[config.mk]
export PLATFORM = sky130hd
export DESIGN_NAME = id_ex_forward
export DESIGN_NICKNAME = d
export VERILOG_FILES = /design/src/rtl/id_ex_forward.sv
export SDC_FILE = /design/constraint.sdc
export NUM_CORES = 1
export LEC_CHECK = 0
export CAP_MARGIN = 10
export CORE_MARGIN = 1.5
export CORE_UTILIZATION = 42
export CTS_CLUSTER_DIAMETER = 60
export DETAILED_ROUTE_END_ITERATION = 8
export PLACE_DENSITY = 0.87
export SYNTH_ARGS = -nofsm -noshare
export SYNTH_HDL_FRONTEND = slang
export SYNTH_SLANG_ARGS = --single-unit
[constraint.sdc]
create_clock -name clk -period 3.6 [get_ports clk]
set_input_delay 0.72 -clock clk [delete_from_list [all_inputs] [get_ports clk]]
set_output_delay 0.72 -clock clk [all_outputs]
set_load 0.01 [all_outputs]
[src/rtl/id_ex_forward.sv]
// -----------------------------------------------------------------------------
// id_ex_forward
//
// ID/EX pipeline register for the 5-stage MIPS core. It captures the decoded
// operands and controls from ID, resolves RAW hazards for the EX stage by
// forwarding from EX/MEM and MEM/WB, and detects load-use hazards.
//
// Parameters
//   DW  datapath width
//   RW  register-index width
//
// Ports
//   clk, rst_n        rising-edge clock, synchronous active-low reset
//   stall             global pipeline freeze: ID/EX holds, flush is ignored
//   flush             turn the incoming ID instruction into a bubble
//   id_*              decoded instruction from ID
//                     id_ctrl = {reg_write, mem_read, mem_write, mem_to_reg}
//   exmem_*, memwb_*  destination/result of the two older instructions
//   load_use_stall    combinational; IF/ID must hold for one cycle
//   alu_in1, alu_in2  forwarded ALU operands
//   alu_ctrl          registered ALU operation code
//   ex_store_data     forwarded rt value (store data for sw)
//   ex_dst, ex_ctrl   registered destination index and control bundle
// -----------------------------------------------------------------------------
module id_ex_forward #(
    parameter int DW = 32,
    parameter int RW = 5
) (
    input  logic          clk,
    input  logic          rst_n,
    input  logic          stall,
    input  logic          flush,
    input  logic [DW-1:0] id_rs_data,
    input  logic [DW-1:0] id_rt_data,
    input  logic [DW-1:0] id_imm,
    input  logic [RW-1:0] id_rs,
    input  logic [RW-1:0] id_rt,
    input  logic [RW-1:0] id_dst,
    input  logic [3:0]    id_alu_ctrl,
    input  logic          id_alu_src,
    input  logic          id_shift,
    input  logic [3:0]    id_ctrl,
    input  logic          exmem_reg_write,
    input  logic [RW-1:0] exmem_dst,
    input  logic [DW-1:0] exmem_result,
    input  logic          memwb_reg_write,
    input  logic [RW-1:0] memwb_dst,
    input  logic [DW-1:0] memwb_result,
    output logic          load_use_stall,
    output logic [DW-1:0] alu_in1,
    output logic [DW-1:0] alu_in2,
    output logic [3:0]    alu_ctrl,
    output logic [DW-1:0] ex_store_data,
    output logic [RW-1:0] ex_dst,
    output logic [3:0]    ex_ctrl
);

    // Bit position of mem_read inside the control bundle.
    localparam int MEM_READ = 2;

    typedef struct packed {
        logic [DW-1:0] rs_data;
        logic [DW-1:0] rt_data;
        logic [DW-1:0] imm;
        logic [RW-1:0] rs;
        logic [RW-1:0] rt;
        logic [RW-1:0] dst;
        logic [3:0]    alu_ctrl;
        logic          alu_src;
        logic          shift;
        logic [3:0]    ctrl;
    } ex_regs_t;

    ex_regs_t ex_q;
    ex_regs_t id_d;

    assign id_d = '{
        rs_data:  id_rs_data,
        rt_data:  id_rt_data,
        imm:      id_imm,
        rs:       id_rs,
        rt:       id_rt,
        dst:      id_dst,
        alu_ctrl: id_alu_ctrl,
        alu_src:  id_alu_src,
        shift:    id_shift,
        ctrl:     id_ctrl
    };

    // ------------------------------------------------------------------
    // Load-use hazard: the load in EX has no data until MEM, so the
    // dependent instruction in ID waits one cycle and a bubble goes in.
    // The following cycle picks the load value up from MEM/WB.
    // ------------------------------------------------------------------
    assign load_use_stall = rst_n
                          && ex_q.ctrl[MEM_READ]
                          && (ex_q.dst != '0)
                          && ((ex_q.dst == id_rs) || (ex_q.dst == id_rt));

    // ------------------------------------------------------------------
    // Pipeline register. stall outranks flush: a frozen pipe must not
    // lose the instruction in EX, so the flush source re-asserts later.
    // ------------------------------------------------------------------
    // NOTE: sequential state uses non-blocking (<=) so every register
    // samples pre-edge values regardless of statement order.
    always_ff @(posedge clk) begin
        if (!rst_n) begin
            ex_q <= '0;
        end else if (stall) begin
            ex_q <= ex_q;
        end else if (flush || load_use_stall) begin
            ex_q <= '0;
        end else begin
            ex_q <= id_d;
        end
    end

    // ------------------------------------------------------------------
    // Forwarding. EX/MEM is the younger producer, so it wins over MEM/WB.
    // Register 0 is hard-wired to zero and is never forwarded.
    // ------------------------------------------------------------------
    logic          exmem_hit_rs, exmem_hit_rt;
    logic          memwb_hit_rs, memwb_hit_rt;
    logic [DW-1:0] fwd_rs, fwd_rt;

    assign exmem_hit_rs = exmem_reg_write && (exmem_dst != '0) && (exmem_dst == ex_q.rs);
    assign exmem_hit_rt = exmem_reg_write && (exmem_dst != '0) && (exmem_dst == ex_q.rt);
    assign memwb_hit_rs = memwb_reg_write && (memwb_dst != '0) && (memwb_dst == ex_q.rs);
    assign memwb_hit_rt = memwb_reg_write && (memwb_dst != '0) && (memwb_dst == ex_q.rt);

    assign fwd_rs = exmem_hit_rs ? exmem_result :
                    memwb_hit_rs ? memwb_result : ex_q.rs_data;
    assign fwd_rt = exmem_hit_rt ? exmem_result :
                    memwb_hit_rt ? memwb_result : ex_q.rt_data;

    // ------------------------------------------------------------------
    // Operand select. Shift-by-shamt takes the value from rt and the
    // amount from the immediate; variable shifts arrive with rs/rt
    // already swapped by ID and go through the normal path.
    // ------------------------------------------------------------------
    // NOTE: every output of an always_comb gets a default first, so no
    // path through the block can leave a value held (no latch).
    always_comb begin
        alu_in1 = fwd_rs;
        alu_in2 = fwd_rt;
        if (ex_q.shift) begin
            alu_in1 = fwd_rt;
            alu_in2 = ex_q.imm;
        end else if (ex_q.alu_src) begin
            alu_in2 = ex_q.imm;
        end
    end

    assign ex_store_data = fwd_rt;
    assign alu_ctrl      = ex_q.alu_ctrl;
    assign ex_dst        = ex_q.dst;
    assign ex_ctrl       = ex_q.ctrl;

endmodule
## Word-level counts from Yosys, hierarchy flattened

Index checks and enable logic that the tools add are counted.

- Register bits: 121
- Bits of input ports: 201
- Word-level logic and storage cells: 38

- Equality and inequality tests: 6
- Mux-type cells: 8
- Reduce and logical (&&, ||, !) cells: 14

Operators by type and width:

| kind | number |
|---|---|
| $mux W32 | 7 |
| $mux W121 | 1 |
| $eq A5 B5 Y1 | 6 |
| $reduce_bool A5 Y1 | 3 |
| $logic_and A1 B1 Y1 | 9 |
| $logic_or A1 B1 Y1 | 2 |

## Longest topological paths before layout

Gate-level depths: netlist of run 1.

- Word-level depth: 7
- Mapped depth: 8
- Gate-level depth less buffers: 5

## Least setup slack after synthesis of run 1

Ideal clock, no wire load.

- Path type: input-to-output
- From: in memwb_dst[1]
- To: out alu_in2[10]
- Arrival: 2.335 ns
- Data required time: 2.880 ns
- Setup slack: 0.545 ns
- Stages on the path: 7
- Cell sequence: or4_1 -> o21a_1 -> buf_4 -> buf_2 -> nand4_1 -> a31oi_2 -> mux2_2

- Longest elaborated chain between the ends: 7

Ends and longest elaborated chain:

| what | line | text |
|---|---|---|
| start: declaration | 47 | `input logic [RW-1:0] memwb_dst,` |
| $reduce_bool A5 Y1 | 129 | `assign memwb_hit_rt = memwb_reg_write && (memwb_dst != '0) && (memwb_dst == ex_q.rt);` |
| $logic_and A1 B1 Y1 | 129 |  |
| $logic_and A1 B1 Y1 * | 129 |  |
| $mux W32 * | 134 | `memwb_hit_rt ? memwb_result : ex_q.rt_data;` |
| $mux W32 * | 133 | `assign fwd_rt = exmem_hit_rt ? exmem_result :` |
| via ex_store_data[10] | 53 | `output logic [DW-1:0] ex_store_data,` |
| $mux W32 * | 149 | `end else if (ex_q.alu_src) begin` |
| $mux W32 * | 146 | `if (ex_q.shift) begin` |
| end: declaration | 51 | `output logic [DW-1:0] alu_in2,` |

The timed path passes the listed nets; every way through them passes the cells marked *.

## Worst setup path in the final report of run 1

- From: in memwb_dst[4]
- To: out alu_in1[23]

- Longest elaborated chain between the ends: 6

Ends and longest elaborated chain:

| what | line | text |
|---|---|---|
| $reduce_bool A5 Y1 | 128, 129 |  |
| $logic_and A1 B1 Y1 | 128, 129 |  |
| $logic_and A1 B1 Y1, on equally long branches | 128, 129 |  |
| $mux W32, on equally long branches | 132, 134 |  |
| $mux W32, on equally long branches | 131, 133 |  |
| $mux W32 * | 146 |  |
| end: declaration | 50 | `output logic [DW-1:0] alu_in1,` |

Mark *: on every way between the ends. The rest lies on a longest branch, timed or not.

==> results of run 1 <==
## synthesized netlist by cell type (2+ instances only)
cell type	instances	share of area, %
a22o_1	121	15
dfxtp_1	121	35
clkbuf_1	54	2.9
a31oi_1	34	3.1
nand4_1	34	3.1
nor3_1	34	2.5
a211oi_1	32	3.5
inv_1	32	1.7
mux2_2	32	5.2
o21bai_1	32	3.5
o2bb2ai_1	32	4.1
o31ai_1	32	3.5
a31oi_2	30	5.5
buf_2	28	2.0
xnor2_1	20	2.5
buf_4	15	1.6
xor2_1	10	1.3
nor2_1	5	0.27
buf_8	3	0.66
nand2_1	3	0.16
and2_1	2	0.18
nand3_1	2	0.15
or2_1	2	0.18
or3_1	2	0.18
## critical path: cells and delay by family
| kind | cells | cell delay (ns) |
|---|---|---|
| buf+inv | 5 | 0.90 |
| compound gates | 4 | 0.69 |
| simple gates | 1 | 0.56 |
## how the worst max path moves through the flow
stage	startpoint	to	slack [ns]	cells past startpoint
after floorplan	memwb_dst[1]	alu_in2[10]	0.55	7
after global placement	memwb_dst[1]	alu_in2[21]	-0.53	9
after detailed placement	memwb_dst[2]	alu_in1[15]	-0.55	8
after CTS	memwb_dst[1]	alu_in2[31]	-0.04	11
after global routing	memwb_dst[4]	alu_in1[23]	-0.01	10
final	memwb_dst[4]	alu_in1[23]	0.02	10
## cells in the final DEF (no fill, tap or decap), drive strengths merged, types with 3 or more instances in the layout
| cell type | netlist | layout |
|---|---|---|
| xnor2 | 20 | 20 |
| a22o | 121 | 121 |
| clkdlybuf4s50 | 0 | 205 |
| nand2 | 3 | 3 |
| or2 | 3 | 3 |
| inv | 32 | 32 |
| clkdlybuf4s15 | 0 | 17 |
| buf | 47 | 157 |
| a31oi | 64 | 64 |
| o31ai | 32 | 32 |
| nor3 | 34 | 34 |
| o21bai | 32 | 32 |
| dfxtp | 121 | 121 |
| a211oi | 32 | 32 |
| nor2 | 5 | 6 |
| xor2 | 10 | 10 |
| mux2 | 32 | 32 |
| nand4 | 34 | 34 |
| bufinv | 0 | 4 |
| o2bb2ai | 32 | 32 |
| clkbuf | 54 | 33 |
| dlygate4sd2 | 0 | 47 |
## power by group
| part | switching [uW] | internal (uW) | total [uW] |
|---|---|---|---|
| clock network | 636 | 1210 | 1840 |
| logic | 485 | 563 | 1050 |
| registers | 44.3 | 1390 | 1440 |
## layout make-up
type / count / area [um^2]
sequential: 121 / 2420
tap: 216 / 270
fill: 1063 / 3820
clock buffer: 23 / 478
inverter: 32 / 120
multi-input combinational: 471 / 4440
clock inverter: 7 / 141
timing repair buffer: 437 / 4250
## state kept, by name, summed over array words and instances (netlist names)
register,count
alu_ctrl,4
ex_dst,5
ex_ctrl,4
ex_q,108
## cell families (layout without fill, tap and decap cells)
kind of cell	count (synthesis)	count (layout)	synth area share (%)
AOI/OAI and AO/OA	320	320	39.4
buffers and inverters	133	499	9.19
DFF	121	121	35.2
and+or+nand+nor	88	89	7.15
muxes	32	32	5.24
xor gates and xnor gates	30	30	3.82
## per-stage QoR
stage          util (%)  hold slack, ns  cell area [um^2]  total power [uW]  setup slack (ns)
2_1_floorplan         -           0.438              6880              1830             0.545
3_3_place_gp       65.5           0.453             10500              2370            -0.527
3_5_place_dp       65.5           0.454             10500              2390            -0.546
4_1_cts            75.2           0.473             12000              4280           -0.0431
5_1_grt            76.0           0.482             12100              4450           -0.0132
6_report           76.0           0.472             12100              4330            0.0152
## timing repair
item                                    in CTS  in global routing
pin swaps                                   25                 14
setup buffers                               54                  8
endpoints found under the hold margin        0                  0
gates cloned                                 4                  0
endpoints found under the setup margin      96                 80
gates resized for setup                    316                 44
## metal layers
metal | routed length (um) | share of wire [%]
met1 | 11300 | 36
met2 | 14800 | 47
met3 | 3550 | 11
met4 | 1590 | 5.1
met5 | 0 | 0
==> results.sh, run 1 <==
export IMPL_tightest_slew_ns=0.693
export IMPL_grtUsageMet2_pct=59.2
export IMPL_clk_pin_slew_ns=0.06
export IMPL_final_antenna_net_count=0
export IMPL_dpl_hpwl_um=18900
export IMPL_drc_errors=0
export IMPL_antenna_found_initial=0
export IMPL_ys_seq_area_share_pct=35.2
export IMPL_ir_worst_vdd_v=0.000307
export IMPL_num_rows=46
export IMPL_cts_root_buf="clkbuf_16"
export IMPL_layout_cells_non_filler=1307
export IMPL_post_drt_wl_per_cell_um=23.9
export IMPL_use_met3_pct=10.4
export IMPL_grt_usage_pct=35.5
export IMPL_slew_violations=0
export IMPL_dp_cells=1211
export IMPL_status="finished, final reports clean"
export IMPL_grt_pass1_vias=8248
export IMPL_use_met1_pct=40.9
export IMPL_clockBufferDepth=2
export IMPL_path_cells="dlygate4sd2_1 > or4_4 > o21ai_4 > buf_12 > buf_12 > o31ai_4 > a31oi_2 > buf_4 > o2bb2ai_1 > buf_2"
export IMPL_vias=8244
export IMPL_via_per_inst=6.31
export IMPL_nNetsFinal=1281
export IMPL_area_growth_pct=76.3
export IMPL_rr_worst_depth=5
export IMPL_fmax_ghz=0.279
export IMPL_p_leak_uw=0.00476
export IMPL_period_share_pct=99.6
export IMPL_grt_busiest_layer="met2"
export IMPL_ioPinCount=311
export IMPL_avgSynthCellArea_um2=9.50
export IMPL_whs_endpoint="ex_q[30]$_SDFFE_PN0N_"
export IMPL_antennaDiodeCount=0
export IMPL_cp_required_ns=2.88
export IMPL_ctsHoldBuffers=0
export IMPL_synth_cell_types=36
export IMPL_path_class="input pin to primary output"
export IMPL_first_pass_iters=7
export IMPL_gp_routability_congestion=0.884
export IMPL_slew_headroom_pct=53.8
export IMPL_hold_depth=1
export IMPL_crit_fanout=9
export IMPL_netlist_instances=724
export IMPL_tritoncts="done"
export IMPL_fp_dieH_um=131
export IMPL_worstPathArrival_ns=2.86
export IMPL_synth_flop_cell="dfxtp_1"
export IMPL_totalWireLength_um=31300
export IMPL_r2r_start="ex_dst[4]$_SDFFE_PN0N_"
export IMPL_cts_sinks=121
export IMPL_grt_max_degree=99
export IMPL_cts_htree_levels=4
export IMPL_r2r_setup_slack_ns=0.96
export IMPL_min_period_ns=3.58
export IMPL_clkLatencyLatePin_ns=0.42
export IMPL_drt_iter0_markers=871
export IMPL_syn_nets=925
export IMPL_grt_pass1_wl_um=45900
export IMPL_setup_viol=0
export IMPL_clock_skew_ns=0.0139
export IMPL_fin_setup_tns_ns=0
export IMPL_cpMostUsedCell="buf_12"
export IMPL_end_kind="primary output"
export IMPL_ys_seq_elements=121
export IMPL_die_area_um2=17100
export IMPL_async_flop_share_pct=0
export IMPL_worstHoldStart="ex_q[30]$_SDFFE_PN0N_"
export IMPL_start_util_pct=43.1
export IMPL_cap_violations=0
export IMPL_grt_ovfl_total=0
export IMPL_startpoint_type="input pin"
export IMPL_cts_buffers=17
export IMPL_io_buffers=310
export IMPL_synth_warnings=0
export IMPL_slowest_stage="or4_4"
export IMPL_syn_area_um2=6880
export IMPL_regToRegEndpoint="ex_q[107]$_SDFFE_PN0N_"
export IMPL_core_area_um2=15900
export IMPL_drive_above_1_share_pct=29.5
export IMPL_max_stage_delay_ns=0.56
export IMPL_synth_edff_count=0
export IMPL_power_density_nw_per_um2=357
export IMPL_hold_path_class="register to register"
export IMPL_finalHoldViolations=0
export IMPL_chipWidth_um=131
Power figures use the tool's default switching activity.
==> inputs of run 2 (changes only) <==
--- a/config.mk
+++ b/config.mk
@@ -8,7 +8,7 @@
 export CAP_MARGIN = 10
 export CORE_MARGIN = 1.5
 export CORE_UTILIZATION = 42
-export CTS_CLUSTER_DIAMETER = 60
+export CTS_CLUSTER_DIAMETER = 30
 export DETAILED_ROUTE_END_ITERATION = 8
 export PLACE_DENSITY = 0.87
 export SYNTH_ARGS = -nofsm -noshare
==> results of run 2 <==
Same layout as run 1: the final DEF is identical, and so are final timing and power.
==> inputs of run 3 (changes only) <==
--- a/config.mk
+++ b/config.mk
@@ -5,11 +5,13 @@
 export SDC_FILE = /design/constraint.sdc
 export NUM_CORES = 1
 export LEC_CHECK = 0
-export CAP_MARGIN = 10
+export ABC_CLOCK_PERIOD_IN_PS = 3600
+export CAP_MARGIN = 20
 export CORE_MARGIN = 1.5
 export CORE_UTILIZATION = 42
 export CTS_CLUSTER_DIAMETER = 30
 export DETAILED_ROUTE_END_ITERATION = 8
+export HOLD_SLACK_MARGIN = 0.15
 export PLACE_DENSITY = 0.87
 export SYNTH_ARGS = -nofsm -noshare
 export SYNTH_HDL_FRONTEND = slang
==> results of run 3 <==
Same layout as run 1: the final DEF is identical, and so are final timing and power.
